===== src/rtl/pwm_rgb_pkg.sv =====
// pwm_rgb_pkg: register map, CTRL bit indices and fade FSM types for iomem_pwm_rgb
package pwm_rgb_pkg;
  localparam logic [7:0] PWM_CTRL        = 8'h00;
  localparam logic [7:0] PWM_PRESCALE    = 8'h04;
  localparam logic [7:0] PWM_DUTY        = 8'h08;
  localparam logic [7:0] PWM_FADE_TARGET = 8'h0C;
  localparam logic [7:0] PWM_FADE_RATE   = 8'h10;
  localparam int CTRL_EN   = 0;
  localparam int CTRL_GO   = 1;
  localparam int CTRL_BUSY = 8;
  typedef enum logic [1:0] {IDLE, WAIT, STEP} fade_state_t;
  function automatic logic [7:0] step_toward(input logic [7:0] d, input logic [7:0] t);
    return d < t ? d + 8'd1 : d > t ? d - 8'd1 : d;
  endfunction
endpackage


===== src/rtl/pwm_rgb_fade.sv =====
// pwm_rgb_fade: fade FSM stepping each duty channel by one toward its target every rate+1 periods
module pwm_rgb_fade
  import pwm_rgb_pkg::*;
(
  input  logic        clk,
  input  logic        reset,
  input  logic        en,
  input  logic        go,
  input  logic        wrap,
  input  logic [15:0] rate,
  input  logic [23:0] duty,
  input  logic [23:0] target,
  output logic        busy,
  output logic        step,
  output logic [23:0] step_duty
);
  fade_state_t state;
  logic [15:0] rate_cnt;
  assign step = state == STEP;
  assign step_duty = {step_toward(duty[23:16], target[23:16]),
                      step_toward(duty[15:8], target[15:8]),
                      step_toward(duty[7:0], target[7:0])};
  always_ff @(posedge clk) begin
    if (reset) begin
      state    <= IDLE;
      rate_cnt <= '0;
      busy     <= 1'b0;
    end else if (!en) begin
      state <= IDLE;
      busy  <= 1'b0;
    end else if (go) begin
      state    <= WAIT;
      rate_cnt <= rate;
      busy     <= 1'b1;
    end else begin
      case (state)
        WAIT: if (wrap) begin
          if (rate_cnt == '0) state <= STEP;
          else rate_cnt <= rate_cnt - 16'd1;
        end
        STEP: if (step_duty == target) begin
          state <= IDLE;
          busy  <= 1'b0;
        end else begin
          state    <= WAIT;
          rate_cnt <= rate;
        end
        default: ;
      endcase
    end
  end
endmodule


===== src/rtl/iomem_pwm_rgb.sv =====
// iomem_pwm_rgb: iomem-mapped 3-channel 8-bit PWM for the RGB LED.
// Define PWM_RGB_FADE_EN to build in the hardware fade engine.
module iomem_pwm_rgb
  import pwm_rgb_pkg::*;
#(
  parameter logic [31:0] BASE_ADDR = 32'h0300_0100
) (
  input  logic        clk,
  input  logic        reset,
  input  logic        iomem_valid,
  output logic        iomem_ready,
  input  logic [3:0]  iomem_wstrb,
  input  logic [31:0] iomem_addr,
  input  logic [31:0] iomem_wdata,
  output logic [31:0] iomem_rdata,
  output logic        led_r,
  output logic        led_g,
  output logic        led_b
);
  logic        sel, wr, ctrl_wr, en, en_nxt, tick, busy, step, unused_ok;
  logic [7:0]  off, cnt, act_r, act_g, act_b;
  logic [15:0] prescale, pre;
  logic [23:0] duty, step_duty;
  logic [31:0] rd, fade_rd;
  assign sel     = iomem_valid && !iomem_ready && iomem_addr[31:8] == BASE_ADDR[31:8];
  assign off     = iomem_addr[7:0];
  assign wr      = sel && |iomem_wstrb;
  assign ctrl_wr = wr && off == PWM_CTRL && iomem_wstrb[0];
  assign en_nxt  = ctrl_wr ? iomem_wdata[CTRL_EN] : en;
  assign tick    = pre >= prescale;
  assign unused_ok = ^{iomem_wdata[31:24], iomem_wstrb[3]};
`ifdef PWM_RGB_FADE_EN
  logic [23:0] target;
  logic [15:0] rate;
  always_ff @(posedge clk) begin
    if (reset) begin
      target <= '0;
      rate   <= '0;
    end else if (wr) begin
      if (off == PWM_FADE_TARGET)
        for (int i = 0; i < 3; i++) if (iomem_wstrb[i]) target[8*i +: 8] <= iomem_wdata[8*i +: 8];
      if (off == PWM_FADE_RATE)
        for (int i = 0; i < 2; i++) if (iomem_wstrb[i]) rate[8*i +: 8] <= iomem_wdata[8*i +: 8];
    end
  end
  assign fade_rd = off == PWM_FADE_TARGET ? {8'h0, target} :
                   off == PWM_FADE_RATE   ? {16'h0, rate} : '0;
  pwm_rgb_fade u_fade (
    .clk      (clk),
    .reset    (reset),
    .en       (en_nxt),
    .go       (ctrl_wr && iomem_wdata[CTRL_GO] && iomem_wdata[CTRL_EN]),
    .wrap     (en && tick && cnt == 8'hFF),
    .rate     (rate),
    .duty     (duty),
    .target   (target),
    .busy     (busy),
    .step     (step),
    .step_duty(step_duty)
  );
`else
  assign fade_rd   = '0;
  assign busy      = 1'b0;
  assign step      = 1'b0;
  assign step_duty = duty;
`endif
  assign rd = off == PWM_CTRL     ? 32'(busy) << CTRL_BUSY | 32'(en) :
              off == PWM_PRESCALE ? {16'h0, prescale} :
              off == PWM_DUTY     ? {8'h0, duty} : fade_rd;
  always_ff @(posedge clk) begin
    if (reset) begin
      iomem_ready <= 1'b0;
      iomem_rdata <= '0;
      en          <= 1'b0;
      prescale    <= '0;
      duty        <= '0;
      pre         <= '0;
      cnt         <= '0;
      {act_b, act_g, act_r} <= '0;
      {led_r, led_g, led_b} <= '0;
    end else begin
      iomem_ready <= sel;
      iomem_rdata <= sel ? rd : '0;
      en          <= en_nxt;
      if (step) duty <= step_duty;
      if (wr && off == PWM_PRESCALE)
        for (int i = 0; i < 2; i++) if (iomem_wstrb[i]) prescale[8*i +: 8] <= iomem_wdata[8*i +: 8];
      if (wr && off == PWM_DUTY)
        for (int i = 0; i < 3; i++) if (iomem_wstrb[i]) duty[8*i +: 8] <= iomem_wdata[8*i +: 8];
      if (!en) begin
        pre <= '0;
        cnt <= '0;
      end else if (tick) begin
        pre <= '0;
        cnt <= cnt + 8'd1;
      end else pre <= pre + 16'd1;
      // active duty only changes at the period boundary (or while idle) to keep edges glitch-free
      if (!en || (tick && cnt == 8'hFF)) {act_b, act_g, act_r} <= duty;
      led_r <= en && cnt < act_r;
      led_g <= en && cnt < act_g;
      led_b <= en && cnt < act_b;
    end
  end
endmodule


===== config.mk =====
export PLATFORM = sky130hd
export DESIGN_NAME = iomem_pwm_rgb
export DESIGN_NICKNAME = d
export VERILOG_FILES = /design/src/rtl/pwm_rgb_pkg.sv /design/src/rtl/pwm_rgb_fade.sv /design/src/rtl/iomem_pwm_rgb.sv
export SDC_FILE = /design/constraint.sdc
export NUM_CORES = 1
export LEC_CHECK = 0
export BUFFER_PORTS_ARGS = -buffer_cell sky130_fd_sc_hd__buf_2
export CAP_MARGIN = 20
export CORE_MARGIN = 4
export CORE_UTILIZATION = 56
export DETAILED_ROUTE_END_ITERATION = 16
export PLACE_DENSITY = 0.8
export RECOVER_POWER = 25
export SLEW_MARGIN = 20
export SYNTH_ARGS = -nofsm -noshare
export SYNTH_HDL_FRONTEND = slang
export SYNTH_SLANG_ARGS = --single-unit

===== constraint.sdc =====
create_clock -name clk -period 2.7 [get_ports clk]
set_input_delay 0.135 -clock clk [delete_from_list [all_inputs] [get_ports clk]]
set_output_delay 0.135 -clock clk [all_outputs]
set_load 0.05 [all_outputs]

Yosys cells after proc, flatten, opt, wreduce, memory -nomap -nowiden --
Index checks and enable logic that the tools add are counted.
Storage, ports and cells: register bits after elaboration 125, bits of input ports 71, logic and storage cells 62
Operators by class: add/subtract/negate cells 2, magnitude comparators 4, equal/unequal tests 4, muxes and demuxes 3, bitwise gates (word level) 3, reductions and logical operators 27
Operators with widths (count):
- $mux 16 | 2
- $eq 24x18->1 const B | 1
- $lt 8x8->1 | 3
- $add 16x1->16 const B | 1
- $ge 16x16->1 | 1
- $logic_and 1x1->1 | 11
- $reduce_and 2->1 | 5
- $add 8x1->8 const B | 1
- $eq 8x3->1 const B | 1
- $eq 8x4->1 const B | 1
- $eq 8x8->1 const B | 1
- $logic_not 8->1 | 1
- $reduce_or 4->1 | 2
- $reduce_or 3->1 | 2
- $reduce_or 5->1 | 1
- $reduce_or 2->1 | 2
- $not 1->1 | 3
- $logic_not 1->1 | 2
- $logic_or 1x1->1 | 1
- $mux 1 | 1

Logic depth before layout (Yosys ltp) --
Gate-level depths: netlist of the first run.
depth after elaboration 6, mapped depth 10, gate-level depth less buffers 8

Worst setup path before layout of the first run --
No wires, ideal clock.
kind reg2reg, start reg pre[0], end reg cnt[1], library setup time 127 ps, arrival 2082 ps, required time 2573 ps, path slack 491 ps, stages on the path, launching flop included 11, buffers on the path 2, clock period less this slack 2209 ps, cells stage by stage dfxtp_1 inv_1 ha_1 nand2b_1 a2111oi_0 nand4b_1 o211a_1 buf_2 buf_4 mux2i_1 nor2_1
Between the ends: word-level cells in the longest chain between the ends 1
RTL lines:
- start, declared | line iomem_pwm_rgb.sv:22 | logic [15:0] prescale, pre;
- start signal, assigned | line iomem_pwm_rgb.sv:96 | end else pre <= pre + 16'd1;
- $ge 16x16->1 | line iomem_pwm_rgb.sv:30 | assign tick = pre >= prescale;
- end signal, assigned | line iomem_pwm_rgb.sv:95 | cnt <= cnt + 8'd1;
- end, declared | line iomem_pwm_rgb.sv:21 | logic [7:0] off, cnt, act_r, act_g, act_b;
Every way passes these cells. A chain may end at the register's enable or synchronous reset.

Worst setup path after layout of the first run --
start reg iomem_ready, end reg duty[8]
Between the ends: word-level cells in the longest chain between the ends 6
RTL lines:
- start, declared | line iomem_pwm_rgb.sv:11 | output logic iomem_ready,
- start signal, assigned | line iomem_pwm_rgb.sv:82 | iomem_ready <= sel;
- $logic_not 1->1 | line iomem_pwm_rgb.sv:25 | assign sel = iomem_valid && !iomem_ready && iomem_addr[31:8] == BASE_ADDR[31:8];
- $logic_and 1x1->1 (2 in series) | line iomem_pwm_rgb.sv:25
- $logic_and 1x1->1 | line iomem_pwm_rgb.sv:27 | assign wr = sel && |iomem_wstrb;
- $logic_and 1x1->1 | line iomem_pwm_rgb.sv:88 | if (wr && off == PWM_DUTY)
- $reduce_and 2->1 (no source line)
- end signal, assigned | line iomem_pwm_rgb.sv:85 | if (step) duty <= step_duty;
- end, declared | line iomem_pwm_rgb.sv:23 | logic [23:0] duty, step_duty;
Every way passes these cells.

==> results of run 1 <==
-- power breakdown --
part	switching (uW)	internal, uW	leakage (uW)	total, uW
logic	86.8	65.0	0.00191	152
clock network	775	1470	0.000288	2250
registers	0.000000407	1730	0.000942	1730
-- area by class of cell --
class	instances	area [sq um]
sequential	117	2342
clock buffer	23	466.7
timing repair buffer	127	779.5
clock inverter	9	125.1
inverter	40	150.1
fill	762	3037
multi-input combinational	481	3251
tap	136	170.2
antenna	1	2.502
-- cell usage in the layout, fill, tap and decap left out, drive strengths merged, types with 25 or more instances in the layout --
cell type,count
nand2,57
buf,69
a21oi,32
nor3b,25
nand3,40
mux2i,43
dlygate4sd3,29
ha,39
dfxtp,117
nor2,91
inv,40
clkbuf,52
-- logic make-up (layout without fill, tap and decap cells) --
family | Yosys count | count (layout) | synth area share
simple gates | 297 | 297 | 0.2786
flops | 117 | 117 | 0.3945
buf+inv | 86 | 199 | 0.06343
compound gates | 79 | 79 | 0.08599
mux | 43 | 43 | 0.07250
fa+ha+maj | 39 | 39 | 0.08219
xor+xnor | 15 | 15 | 0.02213
other cells | 1 | 9 | 0.0006316
-- worst max-delay path by stage --
stage / from / endpoint / slack (ns) / depth (start not counted)
final: iomem_ready$_SDFF_PP0_ / duty[8]$_SDFFE_PP0P_ / 0.21 / 7
after detailed placement: prescale[9]$_SDFFE_PP0P_ / pre[14]$_SDFF_PP0_ / 0.24 / 9
after floorplan: pre[0]$_SDFF_PP0_ / cnt[1]$_SDFFE_PP0P_ / 0.49 / 10
after CTS: prescale[9]$_SDFFE_PP0P_ / pre[9]$_SDFF_PP0_ / 0.16 / 9
after global placement: prescale[9]$_SDFFE_PP0P_ / pre[5]$_SDFF_PP0_ / 0.36 / 9
after global routing: iomem_ready$_SDFF_PP0_ / duty[8]$_SDFFE_PP0P_ / 0.08 / 7
-- flip-flops by register name, summed over array words and instances (netlist names) --
name	cells
iomem_rdata	24
act_g	8
iomem_ready	1
duty	24
cnt	8
act_r	8
prescale	16
act_b	8
led_b	1
led_r	1
pre	16
led_g	1
en	1
-- worst max-delay path: cells and delay by family, from the launching register on --
family / cells / cell delay, ns
buffers and inverters: 1 / 0.56
flip-flops: 1 / 0.31
multiplexers: 1 / 0.25
AND/OR/NAND/NOR: 5 / 1.25
-- per-layer routing --
layer / up-vias / share of wire
met4: 0 / 0.028
met1: 2493 / 0.42
met5: - / 0
met3: 39 / 0.048
li1: 2576 / -
met2: 148 / 0.50
-- per-stage QoR --
stage / setup WS (ns) / instances / hold slack (ns) / util / area (sq um)
6_report: 0.2051 / 934 / 0.02442 / 0.7059 / 7287
5_1_grt: 0.08452 / 934 / 0.03179 / 0.7059 / 7287
4_1_cts: 0.1551 / 933 / 0.006321 / 0.7088 / 7317
3_5_place_dp: 0.2359 / 872 / 0.3821 / 0.6233 / 6435
3_3_place_gp: 0.3631 / 872 / 0.3682 / 0.6233 / 6435
2_1_floorplan: 0.4915 / 684 / 0.2789 / - / 5963
-- repair_timing --
action                                 in CTS  in global routing
hold buffers                               29                  0
gates resized for setup                     0                  2
buffers inserted                            0                  0
setup endpoints to repair                   0                 15
endpoints found under the hold margin      42                  0
==> impl_metrics.yaml, run 1 <==
die:
  floorplan.die_area_sq_um: 12310
  die_w_microns: 111.0
  io_pins: 107
  start_util: 0.5751
  floorplan.rows: 37
  fp.dieH_microns: 111.0
  coreArea_sq_um: 10320
sta:
  maxSlewHeadroom: 0.5794
  tightestPinTransition_ns: 0.6336
  timing.clock.skew_ns: 0.008480
  post-route-min-period_ns: 2.495
  final_max_slew_viol_count: 0
  setup_viol: 0
  setup_total_negative_slack_ns: 0
  rsz0062_at_grt: "false"
  timing.final.crit_share: 0.9240
  max_clock_freq_ghz: 0.4008
  timing.final.hold_violations: 0
run_status:
  status: "completed"
logic_synthesis:
  synth_cells: 677
  synth_warnings: 0
  netlist_area_sq_um: 5937
  netlist_top_cells_count: "117 x dfxtp_1, 91 x nor2_1, 56 x nand2_1"
  yosys_register_bits: 117
  ys_dominant_reg_cell: "dfxtp_1"
  yosysTopAreaCellShare: 0.3945
  number_of_enable_flip_flop_cells_after_synthesis: 0
  synth.avg_cell_area_sq_um: 8.769
  top_count_cell_post_synth: "dfxtp_1"
  post_synth_main_area_contributors: "dfxtp_1 39%, ha_1 8.2%, mux2i_1 7.2%"
  synth_top_area_cell: "dfxtp_1"
  synth.lib_cells_used.distinct: 47
  synth-seq-area-share: 0.3945
  synthArstFlopShare: 0
clock_network:
  cts_inserted_buffers: 17
  tritoncts: "yes"
  ctsRootBufferMaster: "clkbuf_8"
  clk_latency_ns: 0.53
  cts.htree.levels: 4
  cts.path.max_buffers: 2
  clock_sink_count: 117
  clk_transition_reported_paths_ns: 0.05
power:
  power.ir.vdd_worst_v: 0.0004728
  p_per_area_nw_per_um2: 566.3
  power_leakage_uw: 0.003139
  total_power_uw: 4126
setup_path:
  cp_slowest_stage_delay_ns: 0.56
  worstReg2RegStart: "iomem_ready$_SDFF_PP0_"
  critical_path.reg2reg.endpoint: "duty[8]$_SDFFE_PP0P_"
  ff2ff_setup_slack_ns: 0.21
  r2r.worst_path.cells: 7
  critical_path_required_ns: 3.12
  crit_path_top_delay_cell: "dlygate4sd3_1"
  timing.critical_path.from_type: "register"
  worst-path-max-fanout: 8
  cp_data_arrival_time_ns: 2.91
  end_kind: "register"
  critPathKind: "reg2reg"
  cp_cell_sequence: "nor4b_2 -> nand4_1 -> nor3_4 -> nand4_2 -> mux2i_1 -> nor2_1 -> dlygate4sd3_1"
global_route:
  vias_in_the_first_global_route: 5246
  grt_use_met1: 0.2859
  initial_antenna_violation_count: 1
  use_met3: 0.07096
  grt_max_degree: 65
  grt_pass1_wl_mm: 24.83
  grt_usage: 0.2449
  globalRouteMet2Util: 0.4199
  total_gr_overflow: 0
  gr-max-usage-layer: "met2"
layout:
  drive_above_1_share: 0.1418
  nets: 894
  syn_to_final_growth_pct: 22.74
route:
  total_detailed_routing_wirelength_mm: 14.88
  via_per_inst: 5.627
  remaining_drc_errors: 0
  initialDrtViolationCount: 267
  routedWlPerCell_microns: 15.93
  postRouteAntennaNets: 0
  drt_pass1_iterations: 5
  vias: 5256
worst_hold_path:
  timing.hold.worst_path_depth: 4
  hold_path_endpoint: "en$_SDFFE_PP0P_"
  holdCritStartpoint: "iomem_wstrb[0]"
  timing.hold.worst.class: "in2reg"
job:
  maxCapViolCount: 0
placed_design:
  io_buffers: 89
  hpwlAfterDp_mm: 9.580
  place_congestion: 0.8318
Note: power is estimated with default switching activity, not from simulation.
==> run 2, diff against run 1 <==
CORE_MARGIN = 1.5   (was 4)
SYNTH_HIERARCHICAL = 1   (was not set)
==> run 2 against run 1 <==
Net effect: design area up 1.0%; worst setup slack lost 0.064 ns; critical path type is now in2reg; highest routed layer unchanged; critical endpoint is now iomem_rdata[11]$_SDFF_PP0_; clock-buffer cell count shrank 3; global-route usage rose by 3.3 points; largest cell class unchanged; cell count decreased by 0.32%; fmax decreased by 2.5%.
==> impl_metrics.yaml, run 2 <==
worst_hold_path:
  timing.hold.worst.class: "in2reg"
logic_synthesis:
  netlist_top_cells_count: "117 x dfxtp_1, 91 x nor2_1, 56 x nand2_1"
  netlist_area_sq_um: 5937
  number_of_enable_flip_flop_cells_after_synthesis: 0
  post_synth_main_area_contributors: "dfxtp_1 39%, ha_1 8.2%, mux2i_1 7.2%"
  top_count_cell_post_synth: "dfxtp_1"
  synth-seq-area-share: 0.3945
  yosysTopAreaCellShare: 0.3945
  ys_dominant_reg_cell: "dfxtp_1"
  synth.lib_cells_used.distinct: 47
  synth_cells: 677
  synth_warnings: 6
  synth.avg_cell_area_sq_um: 8.769
  synthArstFlopShare: 0
  synth_top_area_cell: "dfxtp_1"
  yosys_register_bits: 117
sta:
  post-route-min-period_ns: 2.558
  maxSlewHeadroom: 0.5607
  tightestPinTransition_ns: 0.6618
  timing.final.hold_violations: 0
  max_clock_freq_ghz: 0.3909
  timing.final.crit_share: 0.9476
  timing.clock.skew_ns: 0.007437
  final_max_slew_viol_count: 0
  setup_viol: 0
  setup_slack_ns: 0.1415
  setup_total_negative_slack_ns: 0
  rsz0062_at_grt: "false"
route:
  remaining_drc_errors: 0
  vias: 5324
  routedWlPerCell_microns: 15.82
  via_per_inst: 5.719
  total_detailed_routing_wirelength_mm: 14.73
  postRouteAntennaNets: 0
  drt_pass1_iterations: 5
  initialDrtViolationCount: 331
placed_design:
  pre_cts_ws_ns: 0.2237
  hpwlAfterDp_mm: 9.359
  place_congestion: 0.8128
  place_area_sq_um: 6427
  io_buffers: 89
layout:
  top_regs: "duty (24), iomem_rdata (24)"
  final_common_cell: "dfxtp_1"
  syn_to_final_growth_pct: 24.00
  num_antenna_cells: 0
  drive_above_1_share: 0.1472
  nets: 892
  final_cell_area_sq_um: 7362
  layout.cells.most_common_list: "117 x dfxtp_1, 91 x nor2_1, 60 x buf_2"
  nFillCells: 737
die:
  floorplan.die_area_sq_um: 11230
  floorplan.rows: 37
  coreArea_sq_um: 10320
  start_util: 0.5751
  die_w_microns: 106.0
  io_pins: 107
  fp.dieH_microns: 106.0
global_route:
  vias_in_the_first_global_route: 5254
  total_gr_overflow: 0
  grt_max_degree: 65
  grt_pass1_wl_mm: 24.94
  grt_usage: 0.2779
  initial_antenna_violation_count: 0
setup_path:
  end_kind: "register"
  crit_path_top_delay_cell: "and4bb_2"
  critical-path-top-cell-by-count: "dlygate4sd3_1"
  timing.critical_path.from_type: "input port"
  cp_slowest_stage_delay_ns: 0.68
  cp_data_arrival_time_ns: 3.01
  cp_cell_sequence: "dlygate4sd3_1 -> buf_2 -> nor2_1 -> dlygate4sd3_1 -> nand4_1 -> nor3_4 -> and4bb_2 -> a22o_1"
  critPathKind: "in2reg"
  worst-path-max-fanout: 23
  critical_path_required_ns: 3.16
clock_network:
  cts.path.max_buffers: 2
  ctsRootBufferMaster: "clkbuf_8"
  cts.htree.levels: 4
  tritoncts: "yes"
  cts_setup_buffers: 0
  cts_inserted_buffers: 17
  clk_latency_ns: 0.52
  clk_transition_reported_paths_ns: 0.05
  clock_sink_count: 117
power:
  p_per_area_nw_per_um2: 604.1
  power.ir.vdd_worst_v: 0.0004651
  power_leakage_uw: 0.003177
run_status:
  status: "completed"
job:
  maxCapViolCount: 0
## run 2: cell counts after synthesis
Identical to the previous run, type by type.
## run 2: per-layer routing
layer  track usage  part of all wire
met1        0.3467              0.43
met2        0.4671              0.51
met3       0.05886             0.039
met4        0.1149             0.026
met5             0                 0
## run 2: layout make-up
cell class / count / area (sq um) / share of cell area
clock inverters: 12 / 224.0 / 0.03042
clock buffers: 20 / 455.4 / 0.06186
well taps: 136 / 170.2 / 0.02311
flip-flops and latches: 117 / 2342 / 0.3182
multi-input cells: 481 / 3257 / 0.4424
inverters: 40 / 150.1 / 0.02039
repair buffers: 125 / 763.2 / 0.1037
## run 2: what timing repair did
item	CTS	global route
hold buffers	28	0
setup endpoints to repair	0	16
hold endpoints to repair	42	0
gates resized for setup	0	4
## run 2: logic make-up after synthesis
group,after synthesis,share of synthesized area
XOR/XNOR,15,0.02213
other,1,0.0006316
flip-flops,117,0.3945
adder cells (fa/ha/maj),39,0.08219
AO/OA/AOI/OAI,79,0.08599
buffers and inverters,86,0.06343
AND/OR/NAND/NOR,297,0.2786
multiplexers,43,0.07250
## run 2: through the flow
| stage | power, uW | hold WS, ns | util | cells |
|---|---|---|---|---|
| after global placement | 1877 | 0.3682 | 0.6226 | 871 |
| after CTS | 4454 | 0.0008769 | 0.7156 | 931 |
| after floorplan | 1832 | 0.2789 | - | 684 |
| final | 4447 | 0.02358 | 0.7131 | 931 |
| after global routing | 4549 | 0.06097 | 0.7131 | 931 |
| after detailed placement | 1880 | 0.3789 | 0.6226 | 871 |
## run 2: where the power goes
part           switching, uW  total (uW)  internal, uW  leakage [uW]
logic                   84.5         149          64.9       0.00190
clock network            811        2570          1760      0.000331
registers        0.000000422        1730          1730      0.000942
## run 2: final timing paths
kind,to,startpoint,depth (start not counted),slack (ns)
worst max-delay path,iomem_rdata[11]$_SDFF_PP0_,iomem_addr[16],8,0.14
worst min-delay path,en$_SDFFE_PP0P_,iomem_wstrb[0],4,0.02
worst max register to register,act_b[0]$_SDFFE_PP0P_,prescale[11]$_SDFFE_PP0P_,9,0.22
worst min register to register,iomem_rdata[21]$_SDFF_PP0_,duty[21]$_SDFFE_PP0P_,1,0.50
## run 2: worst max-delay path, delay by kind of cell
kind                   cells  cell delay (ns)
AND/OR/NAND/NOR            4             1.37
buffers and inverters      3             1.24
AO/OA/AOI/OAI              1             0.26
==> run 3, diff against run 2 <==
==> constraint.sdc (replaced) <==
create_clock -name clk -period 2.7 [get_ports clk]
set_input_delay 0.27 -clock clk [delete_from_list [all_inputs] [get_ports clk]]
set_output_delay 0.27 -clock clk [all_outputs]
set_load 0.05 [all_outputs]
==> run 3 against run 2 <==
Net effect: combinational power shrank 12%; register-to-register slack lost 0.02 ns; cell count shrank 2.1%; fmax grew 2.5%; sequential power is essentially flat; hold slack lost 0.011 ns; critical path depth grew 1; clock power shrank 11%; die area is the same; critical path type is now reg2reg.
==> impl_metrics.yaml, run 3 (synthesis results as in run 2) <==
run_status:
  status: "completed"
power:
  p_per_area_nw_per_um2: 584.3
  power.ir.vdd_worst_v: 0.0004708
  power_share_of_the_clock_group: 0.552
  internal_power_uw: 3306
  share_seq_of_total_power: 0.416
  swShare: 0.2033
  combPwrFrac: 0.032
  power.switching_uw: 843.7
  power_leakage_uw: 0.003061
clock_network:
  tritoncts: "yes"
  clock_sink_count: 117
  ctsRootBufferMaster: "clkbuf_8"
  clk_latency_ns: 0.52
  clk_transition_reported_paths_ns: 0.05
  cts.htree.levels: 4
  cts.path.max_buffers: 2
  cts_inserted_buffers: 17
sta:
  setup_viol: 0
  tightestPinTransition_ns: 0.6733
  timing.clock.skew_ns: 0.007206
  maxSlewHeadroom: 0.5511
  post-route-min-period_ns: 2.495
  timing.final.hold_violations: 0
  rsz0062_at_grt: "false"
  setup_total_negative_slack_ns: 0
  final_max_slew_viol_count: 0
  timing.final.crit_share: 0.9241
  max_clock_freq_ghz: 0.4008
route:
  remaining_drc_errors: 0
  postRouteAntennaNets: 0
  via_per_inst: 5.652
  routedWlPerCell_microns: 15.68
  total_detailed_routing_wirelength_mm: 14.28
  initialDrtViolationCount: 321
  vias: 5149
  drt_pass1_iterations: 5
setup_path:
  worstReg2RegStart: "prescale[15]$_SDFFE_PP0P_"
  timing.critical_path.from_type: "register"
  worst-path-max-fanout: 64
  end_kind: "register"
  critPathKind: "reg2reg"
  critical_path_required_ns: 3.15
  r2r.worst_path.cells: 9
  critical_path.reg2reg.endpoint: "act_b[0]$_SDFFE_PP0P_"
  ff2ff_setup_slack_ns: 0.20
  cp_data_arrival_time_ns: 2.95
placed_design:
  io_buffers: 89
  hpwlAfterDp_mm: 9.329
  place_congestion: 0.8229
global_route:
  grt_usage: 0.2652
  grt_pass1_wl_mm: 23.57
  grt_max_degree: 68
  vias_in_the_first_global_route: 5009
  total_gr_overflow: 0
  initial_antenna_violation_count: 0
layout:
  final_common_cell: "dfxtp_1"
  layout.cells.most_common_list: "117 x dfxtp_1, 91 x nor2_1, 60 x buf_2"
  top_regs: "duty (24), iomem_rdata (24)"
  syn_to_final_growth_pct: 19.64
  num_antenna_cells: 0
  layout.core_utilization: 0.6880
  drive_above_1_share: 0.1432
  nets: 874
  nFillCells: 798
die:
  io_pins: 107
  start_util: 0.5751
  fp.dieH_microns: 106.0
  floorplan.rows: 37
  die_w_microns: 106.0
  floorplan.die_area_sq_um: 11230
  coreArea_sq_um: 10320
worst_hold_path:
  timing.hold.worst.class: "in2reg"
  holdCritStartpoint: "iomem_wdata[15]"
  timing.hold.worst_path_depth: 3
  hold_path_endpoint: "duty[15]$_SDFFE_PP0P_"
job:
  maxCapViolCount: 0
[run 3: changes by cell type in the layout (fill, tap and decap cells not counted), moves of 2 or more]
| cell | delta |
|---|---|
| dlygate4sd3_1 | -18 |
| clkinv_4 | -3 |
| bufinv_16 | -2 |
| clkbuf_1 | +2 |
| clkinv_2 | +2 |
[run 3: timing repair]
action,in CTS,in global routing
setup buffers,0,0
hold buffers,10,0
setup endpoints to repair,0,15
hold endpoints to repair,13,0
resized for setup,0,3
[run 3: worst max path at each step]
stage                                   start                    end  slack, ns  depth (start not counted)
floorplan                   pre[0]$_SDFF_PP0_    cnt[1]$_SDFFE_PP0P_       0.49                         10
global placement     prescale[9]$_SDFFE_PP0P_      pre[5]$_SDFF_PP0_       0.32                          9
detailed placement          pre[0]$_SDFF_PP0_      pre[7]$_SDFF_PP0_       0.21                          9
CTS                         pre[0]$_SDFF_PP0_      pre[8]$_SDFF_PP0_       0.12                          9
global route        prescale[15]$_SDFFE_PP0P_  act_b[0]$_SDFFE_PP0P_       0.08                          9
finish              prescale[15]$_SDFFE_PP0P_  act_b[0]$_SDFFE_PP0P_       0.20                          9
[run 3: critical path, cell delays in order, from the launching register on]
cell and delay [ns]:
dfxtp_1 0.36, inv_1 0.08, ha_1 0.33, nand4_1 0.18, nor3_1 0.24, a2111oi_1 0.08, o211a_1 0.15, buf_12 0.20
or4b_2 0.67, nand3_1 0.12
[run 3: layout make-up]
| class | count | area, sq um | share of cell area |
|---|---|---|---|
| clock inverter | 10 | 155.1 | 0.02184 |
| multi-input combinational | 481 | 3246 | 0.4569 |
| clock buffer | 20 | 445.4 | 0.06271 |
| sequential | 117 | 2342 | 0.3298 |
| timing repair buffer | 107 | 594.3 | 0.08367 |
| inverter | 40 | 150.1 | 0.02114 |
| tap | 136 | 170.2 | 0.02396 |
[run 3: routing by layer]
layer	vias up	GRT usage	wire, microns
met4	0	0.1071	388
met2	126	0.4573	7215
met1	2450	0.3159	6145
met3	40	0.06560	532
met5	-	0	0
li1	2533	-	-
[run 3: power groups by stage]
stage,sequential (uW),clock (uW),combinational [uW]
after global placement,1760,0,114
after CTS,1730,2310,130
after floorplan,1760,0,67.4
final,1730,2290,131
after detailed placement,1760,0,117
after global routing,1730,2390,139
[run 3: per-stage QoR]
stage | instance area [sq um] | hold slack, ns | total power, uW | setup slack [ns] | instances
final | 7103 | 0.01250 | 4150 | 0.2050 | 911
after global routing | 7103 | 0.004649 | 4255 | 0.07993 | 911
after CTS | 7141 | 0.0004122 | 4169 | 0.1236 | 911
after detailed placement | 6440 | 0.4856 | 1882 | 0.2079 | 871
after global placement | 6440 | 0.4778 | 1879 | 0.3167 | 871
after floorplan | 5963 | 0.4139 | 1832 | 0.4915 | 684
